<file path="config.mk">
export PLATFORM = sky130hd
export DESIGN_NAME = fetch_flow_ctrl
export DESIGN_NICKNAME = d
export VERILOG_FILES = /design/src/rtl/fetch_flow_ctrl.sv
export SDC_FILE = /design/constraint.sdc
export NUM_CORES = 1
export LEC_CHECK = 0
export CAP_MARGIN = 20
export CORE_ASPECT_RATIO = 0.9
export CORE_MARGIN = 1
export CORE_UTILIZATION = 50
export CTS_BUF_LIST = sky130_fd_sc_hd__clkbuf_4 sky130_fd_sc_hd__clkbuf_8 sky130_fd_sc_hd__clkbuf_16
export CTS_CLUSTER_SIZE = 12
export DETAILED_ROUTE_END_ITERATION = 8
export PLACE_DENSITY = 0.89
export SLEW_MARGIN = 20
export SYNTH_ARGS = -nofsm -noshare
export SYNTH_HDL_FRONTEND = slang
export SYNTH_SLANG_ARGS = --single-unit
</file>
<file path="constraint.sdc">
create_clock -name clk -period 10.08 [get_ports clk]
set_clock_uncertainty 0.2 [all_clocks]
set_input_delay 1.008 -clock clk [delete_from_list [all_inputs] [get_ports clk]]
set_output_delay 1.008 -clock clk [all_outputs]
set_load 0.01 [all_outputs]
</file>
<file path="src/rtl/fetch_flow_ctrl.sv">
// Fetch-side flow control: owns the PC, issues single-outstanding instruction fetches,
// and holds the IF/ID register with a one-entry skid buffer for responses landing during a stall.
module fetch_flow_ctrl #(
    parameter logic [31:0] RESET_PC    = 32'h0000_0000,
    parameter int          BOOT_CYCLES = 6
) (
    input  logic        clk,
    input  logic        rst,
    input  logic        stall,
    input  logic        redirect,
    input  logic [31:0] redirect_pc,
    output logic        im_req,
    output logic [31:0] im_addr,
    input  logic        im_rvalid,
    input  logic [31:0] im_rdata,
    output logic        if_id_valid,
    output logic [31:0] if_id_pc,
    output logic [31:0] if_id_inst,
    output logic        id_ex_bubble
);

    localparam int CW = (BOOT_CYCLES > 1) ? $clog2(BOOT_CYCLES) : 1;
    localparam logic [CW-1:0] BOOT_LAST = CW'(BOOT_CYCLES - 1);

    typedef enum logic [1:0] {S_BOOT, S_REQ, S_WAIT, S_DROP} state_t;

    state_t        state_q, state_d;
    logic [CW-1:0] cnt_q, cnt_d;
    logic [31:0]   pc_q, pc_d;
    logic [31:0]   req_pc_q, req_pc_d;
    logic          skid_valid_q, skid_valid_d;
    logic [31:0]   skid_pc_q, skid_pc_d;
    logic [31:0]   skid_inst_q, skid_inst_d;
    logic          if_id_valid_q, if_id_valid_d;
    logic [31:0]   if_id_pc_q, if_id_pc_d;
    logic [31:0]   if_id_inst_q, if_id_inst_d;
    logic          accept;

    // A full skid buffer throttles fetch so a second response can never arrive with nowhere to go.
    assign im_req       = (state_q == S_REQ) && !redirect && !skid_valid_q;
    assign im_addr      = im_req ? pc_q : 32'h0;
    assign accept       = (state_q == S_WAIT) && im_rvalid && !redirect;
    assign id_ex_bubble = stall | redirect | !if_id_valid_q;

    assign if_id_valid = if_id_valid_q;
    assign if_id_pc    = if_id_pc_q;
    assign if_id_inst  = if_id_inst_q;

    always_comb begin
        state_d       = state_q;
        cnt_d         = cnt_q;
        pc_d          = pc_q;
        req_pc_d      = req_pc_q;
        skid_valid_d  = skid_valid_q;
        skid_pc_d     = skid_pc_q;
        skid_inst_d   = skid_inst_q;
        if_id_valid_d = if_id_valid_q;
        if_id_pc_d    = if_id_pc_q;
        if_id_inst_d  = if_id_inst_q;

        case (state_q)
            S_BOOT: begin
                cnt_d = cnt_q + CW'(1);
                if (cnt_q == BOOT_LAST) state_d = S_REQ;
            end
            S_REQ:  if (im_req) state_d = S_WAIT;
            S_WAIT: begin
                if (im_rvalid)     state_d = S_REQ;
                else if (redirect) state_d = S_DROP;
            end
            S_DROP: if (im_rvalid) state_d = S_REQ;
            default: state_d = S_BOOT;
        endcase

        if (im_req) begin
            req_pc_d = pc_q;
            pc_d     = pc_q + 32'd4;
        end

        if (redirect) begin
            pc_d          = redirect_pc;
            if_id_valid_d = 1'b0;
            skid_valid_d  = 1'b0;
        end else if (!stall) begin
            if (skid_valid_q) begin
                if_id_valid_d = 1'b1;
                if_id_pc_d    = skid_pc_q;
                if_id_inst_d  = skid_inst_q;
                skid_valid_d  = 1'b0;
            end else if (accept) begin
                if_id_valid_d = 1'b1;
                if_id_pc_d    = req_pc_q;
                if_id_inst_d  = im_rdata;
            end else begin
                if_id_valid_d = 1'b0;
            end
        end else if (accept) begin
            if (!if_id_valid_q) begin
                if_id_valid_d = 1'b1;
                if_id_pc_d    = req_pc_q;
                if_id_inst_d  = im_rdata;
            end else begin
                skid_valid_d = 1'b1;
                skid_pc_d    = req_pc_q;
                skid_inst_d  = im_rdata;
            end
        end
    end

    always_ff @(posedge clk or posedge rst) begin
        if (rst) begin
            state_q       <= S_BOOT;
            cnt_q         <= '0;
            pc_q          <= RESET_PC;
            req_pc_q      <= 32'h0;
            skid_valid_q  <= 1'b0;
            skid_pc_q     <= 32'h0;
            skid_inst_q   <= 32'h0;
            if_id_valid_q <= 1'b0;
            if_id_pc_q    <= 32'h0;
            if_id_inst_q  <= 32'h0;
        end else begin
            state_q       <= state_d;
            cnt_q         <= cnt_d;
            pc_q          <= pc_d;
            req_pc_q      <= req_pc_d;
            skid_valid_q  <= skid_valid_d;
            skid_pc_q     <= skid_pc_d;
            skid_inst_q   <= skid_inst_d;
            if_id_valid_q <= if_id_valid_d;
            if_id_pc_q    <= if_id_pc_d;
            if_id_inst_q  <= if_id_inst_d;
        end
    end

endmodule
</file>
# After elaboration in Yosys (flattened, before gate mapping)
# Index checks and enable logic that the tools add are counted.
# totals
out_inout_bits,99
reg_bits,199
# op_classes
bitwise,3
add_sub_neg,2
eq_ne,12
reduce_logical,14
n_mux,28
# op_table
operator,n
32-bit 2-to-1 mux,13
32-bit by 3-bit adder with 32-bit output (second input constant),1
4-bit AND reduction,3
2-bit 2-to-1 mux,5
1-bit 2-to-1 mux,9
2-bit != test (second input constant),4
2-bit case mux with 4 select lines,1
3-bit by 1-bit != test with 1-bit output (second input constant),2
2-bit == test (second input constant),2
1-bit logical AND,4
2-bit nonzero test,2
3-bit by 1-bit adder with 3-bit output (second input constant),1
3-bit == test (second input constant),1
1-bit zero test,3
3-bit != test (second input constant),1
2-bit by 1-bit == test with 1-bit output (second input constant),1
2-bit zero test,1
2-bit by 1-bit != test with 1-bit output (second input constant),1
1-bit OR,2
2-bit AND reduction,1
1-bit inverter,1

# Logic depth before layout (Yosys ltp)
# depth
word_depth,7
mapped_depth,10
ltp_nobuf,8

# Least setup slack after synthesis
# Ideal clock, no wire load.
# synth_timing
path_type,in2out
start,in redirect
end,out im_addr[20]
stages,6
slack_ps,6928
path_buffers,2
arrival_time_ps,1944
cell_sequence,inv_1 > nand2_1 > inv_1 > clkbuf_1 > clkbuf_1 > and2_1
# synth_between
elab_chain_cells,4
# synth_rtl
item,line,text
from (decl),10,"input logic redirect,"
1-bit zero test,40,assign im_req = (state_q == S_REQ) && !redirect && !skid_valid_q;
1-bit logical AND (2 in a row),40,
net im_req,12,"output logic im_req,"
32-bit 2-to-1 mux,41,assign im_addr = im_req ? pc_q : 32'h0;
to (decl),13,"output logic [31:0] im_addr,"
# The timed path passes the listed nets, and every way through them passes these cells.

# Worst setup path after layout
# layout_timing
start,in redirect
end,out im_addr[27]
# layout_between
elab_chain_cells,4
# layout_rtl
item,line
1-bit zero test,40
1-bit logical AND (2 in a row),40
32-bit 2-to-1 mux,41
# No other way between the ends.

==> results_dict.tcl <==
set metrics [dict create \
    coreArea_sq_mm 0.0177 \
    synth.distinct_cells 42 \
    cp.required_ns 8.87 \
    drc 0 \
    fmax_ghz 0.182 \
    yosysWarningCount 0 \
    synth_seq_cells 199 \
    maxSlewHeadroom_pct 31.4 \
    maxCapViolCount 0 \
    rsz0062_at_grt "false" \
    final.min_clock_period_ns 5.49 \
    vias_per_cell 5.51 \
    power_mw 2.67 \
    crit_type "input pin to output pin" \
    reg2reg_to "pc_q[28]$_DFFE_PP0P_" \
    cts_sinks 199 \
    final_nets 933 \
    postCtsHoldBufs 0 \
    tightest_slew_ns 1.03 \
    post_cts_resized 0 \
    syn_inst 706 \
    leakagePower_nw 5.22 \
    synth_nets 782 \
    ant_nets 0 \
    hp-class "register to register" \
    grt_max_degree 120 \
    whs_ns 0.278 \
    crit_path_start_kind "input pin" \
    regToRegSetupSlack_ns 6.55 \
    place_hpwl_um 13800 \
    grt_pass1_vias 6050 \
    synthTopCellsByArea "dfrtp_1, mux2_2, a21o_1, and2_1, nand2_1" \
    status "complete, no violations" \
    insertedDiodeCount 0 \
    fp.dieArea_sq_mm 0.0186 \
    avgSynthCellArea_sq_um 12.8 \
    crit_path_max_fanout 42 \
    arrival_ns 4.28 \
    fp.dieW_um 144 \
    grtUsageTotal_pct 22.7 \
    ys_async_sr_fraction_pct 100 \
    final_core_util_pct 64.8 \
    rows 46 \
    ff2ff_path_depth 8 \
    drive_gt1_share_pct 27.4 \
    irDropWorstVdd_mv 0.117 \
    root_buffer "clkbuf_16" \
    hold_violations 0 \
    dr.pass1.iters 5 \
    portBuffers 167 \
    rr_startpoint "state_q[1]$_DFFE_PP0P_" \
    post_cts_buffers 0 \
    cp-end-kind "output pin" \
    antenna_found_initial 1 \
    gp_congestion 0.819 \
    cts_tree "built" \
    cts_made_buffers 17 \
    insertion_delay_ns 0.42 \
    grt_pass1_wl_um 32000 \
    maxSlewViolCount 0 \
    synth_edf_count 0 \
    cellPowerDensity_mw_per_mm2 234 \
    areaGrowthSynthToFinish_pct 26.9 \
    crit_start "redirect" \
    ys.flop_type "dfrtp_1" \
    cp-endpoint "im_addr[27]" \
    totalWireLength_um 20300 \
    ys_seq_area_share_pct 55.2 \
    netlist.area_leader.share_pct 55.2 \
    routed-via-count 6121 \
    cts_buffer_depth 2 \
    clk_pin_slew_ns 0.07 \
    start_util_pct 51.1 \
    syn_area_sq_mm 0.00903 \
    wire_per_inst_um 18.3 \
    drt_iter0_drc 431 \
    globalRouteOverflowTotal 0 \
    min_period_over_period_pct 54.4 \
    fp.dieH_um 129 \
    yosys.area.top_type "dfrtp_1" \
    ios 168 \
    setup_viol 0 \
    htreeDepth 4 \
    setup_tns_ns 0 \
]
-- cell usage in the layout, fill, tap and decap left out, drive strengths merged, types with 11 or more instances in the layout --
master | netlist | routed
dfrtp | 199 | 199
mux2 | 194 | 194
clkdlybuf4s50 | 0 | 167
nand2 | 36 | 36
a21o | 32 | 32
and2 | 29 | 29
clkbuf | 35 | 22
nor2 | 21 | 21
o21ai | 15 | 15
inv | 12 | 15
nand3 | 14 | 14
a31oi | 14 | 14
nand4 | 13 | 13
or4 | 12 | 12
o31ai | 11 | 11
-- per-layer routing --
metal	share of wire, %	global-route usage [%]	up-vias
li1	-	-	2845
met1	44	29.9	3082
met2	48	36.6	170
met3	6.1	6.13	22
met4	1.7	7.07	2
met5	0.094	0	-
-- worst max-delay path: stages --
cell and delay (ns):
clkdlybuf4s50_1 0.40, buf_4 0.25, inv_1 0.71, nand2_1 0.15, inv_1 0.79, nand2_1 0.25
inv_1 0.12, clkdlybuf4s50_1 0.57
-- state kept, by name (all words and copies together) (netlist names) --
signal        flops
if_id_inst       32
if_id_pc         32
pc_q             32
req_pc_q         32
skid_inst_q      32
skid_pc_q        32
cnt_q             3
state_q           2
if_id_valid       1
skid_valid_q      1
-- worst min-delay path by stage --
stage | from | to | cells past startpoint
after global routing | cnt_q[2]$_DFFE_PP0N_ | cnt_q[2]$_DFFE_PP0N_ | 1
after detailed placement | cnt_q[2]$_DFFE_PP0N_ | cnt_q[2]$_DFFE_PP0N_ | 1
after CTS | cnt_q[2]$_DFFE_PP0N_ | cnt_q[2]$_DFFE_PP0N_ | 1
final | cnt_q[2]$_DFFE_PP0N_ | cnt_q[2]$_DFFE_PP0N_ | 1
after global placement | cnt_q[2]$_DFFE_PP0N_ | cnt_q[2]$_DFFE_PP0N_ | 1
after floorplan | cnt_q[2]$_DFFE_PP0N_ | cnt_q[2]$_DFFE_PP0N_ | 1
-- cells in the mapped netlist (12+ instances only) --
cell	n
a31oi_1	14
clkbuf_1	35
inv_1	12
nand2_1	36
and2_1	29
nor2_1	21
nand4_1	13
o21ai_0	15
or4_1	12
mux2_2	194
a21o_1	32
nand3_1	14
dfrtp_1	199
-- stage by stage --
stage | std cells | worst slack [ns] | cell area, sq um
after floorplan | 706 | 3.45 | 9030
after global placement | 1078 | 4.79 | 10900
after detailed placement | 1078 | 4.66 | 10900
after CTS | 1110 | 4.66 | 11500
after global routing | 1110 | 4.37 | 11500
final | 1110 | 4.59 | 11500
-- power by group --
group | switching (mW) | internal [mW] | total [mW]
logic | 0.343 | 0.521 | 0.864
registers | 0.153 | 1.02 | 1.18
clock network | 0.293 | 0.343 | 0.636
total | 0.789 | 1.89 | 2.67
-- final cells by class --
type                            count  area [sq um]
Fill cell                        1349          6210
Sequential cell                   199          4980
Multi-Input combinational cell    454          3850
Timing Repair Buffer              173          1720
Clock buffer                       22           482
Tap cell                          240           300
Clock inverter                     10          70.1
Inverter                           12          52.6
-- cells by family after synthesis --
| family | Yosys count | synth area share [%] |
|---|---|---|
| AND/OR/NAND/NOR | 154 | 9.27 |
| buffers and inverters | 53 | 2.38 |
| flip-flops | 199 | 55.2 |
| adder cells (fa/ha/maj) | 7 | 0.970 |
| XOR/XNOR | 12 | 1.16 |
| multiplexers | 198 | 24.6 |
| AO/OA/AOI/OAI | 83 | 6.39 |
No activity file was read; power rests on OpenSTA's default activity.
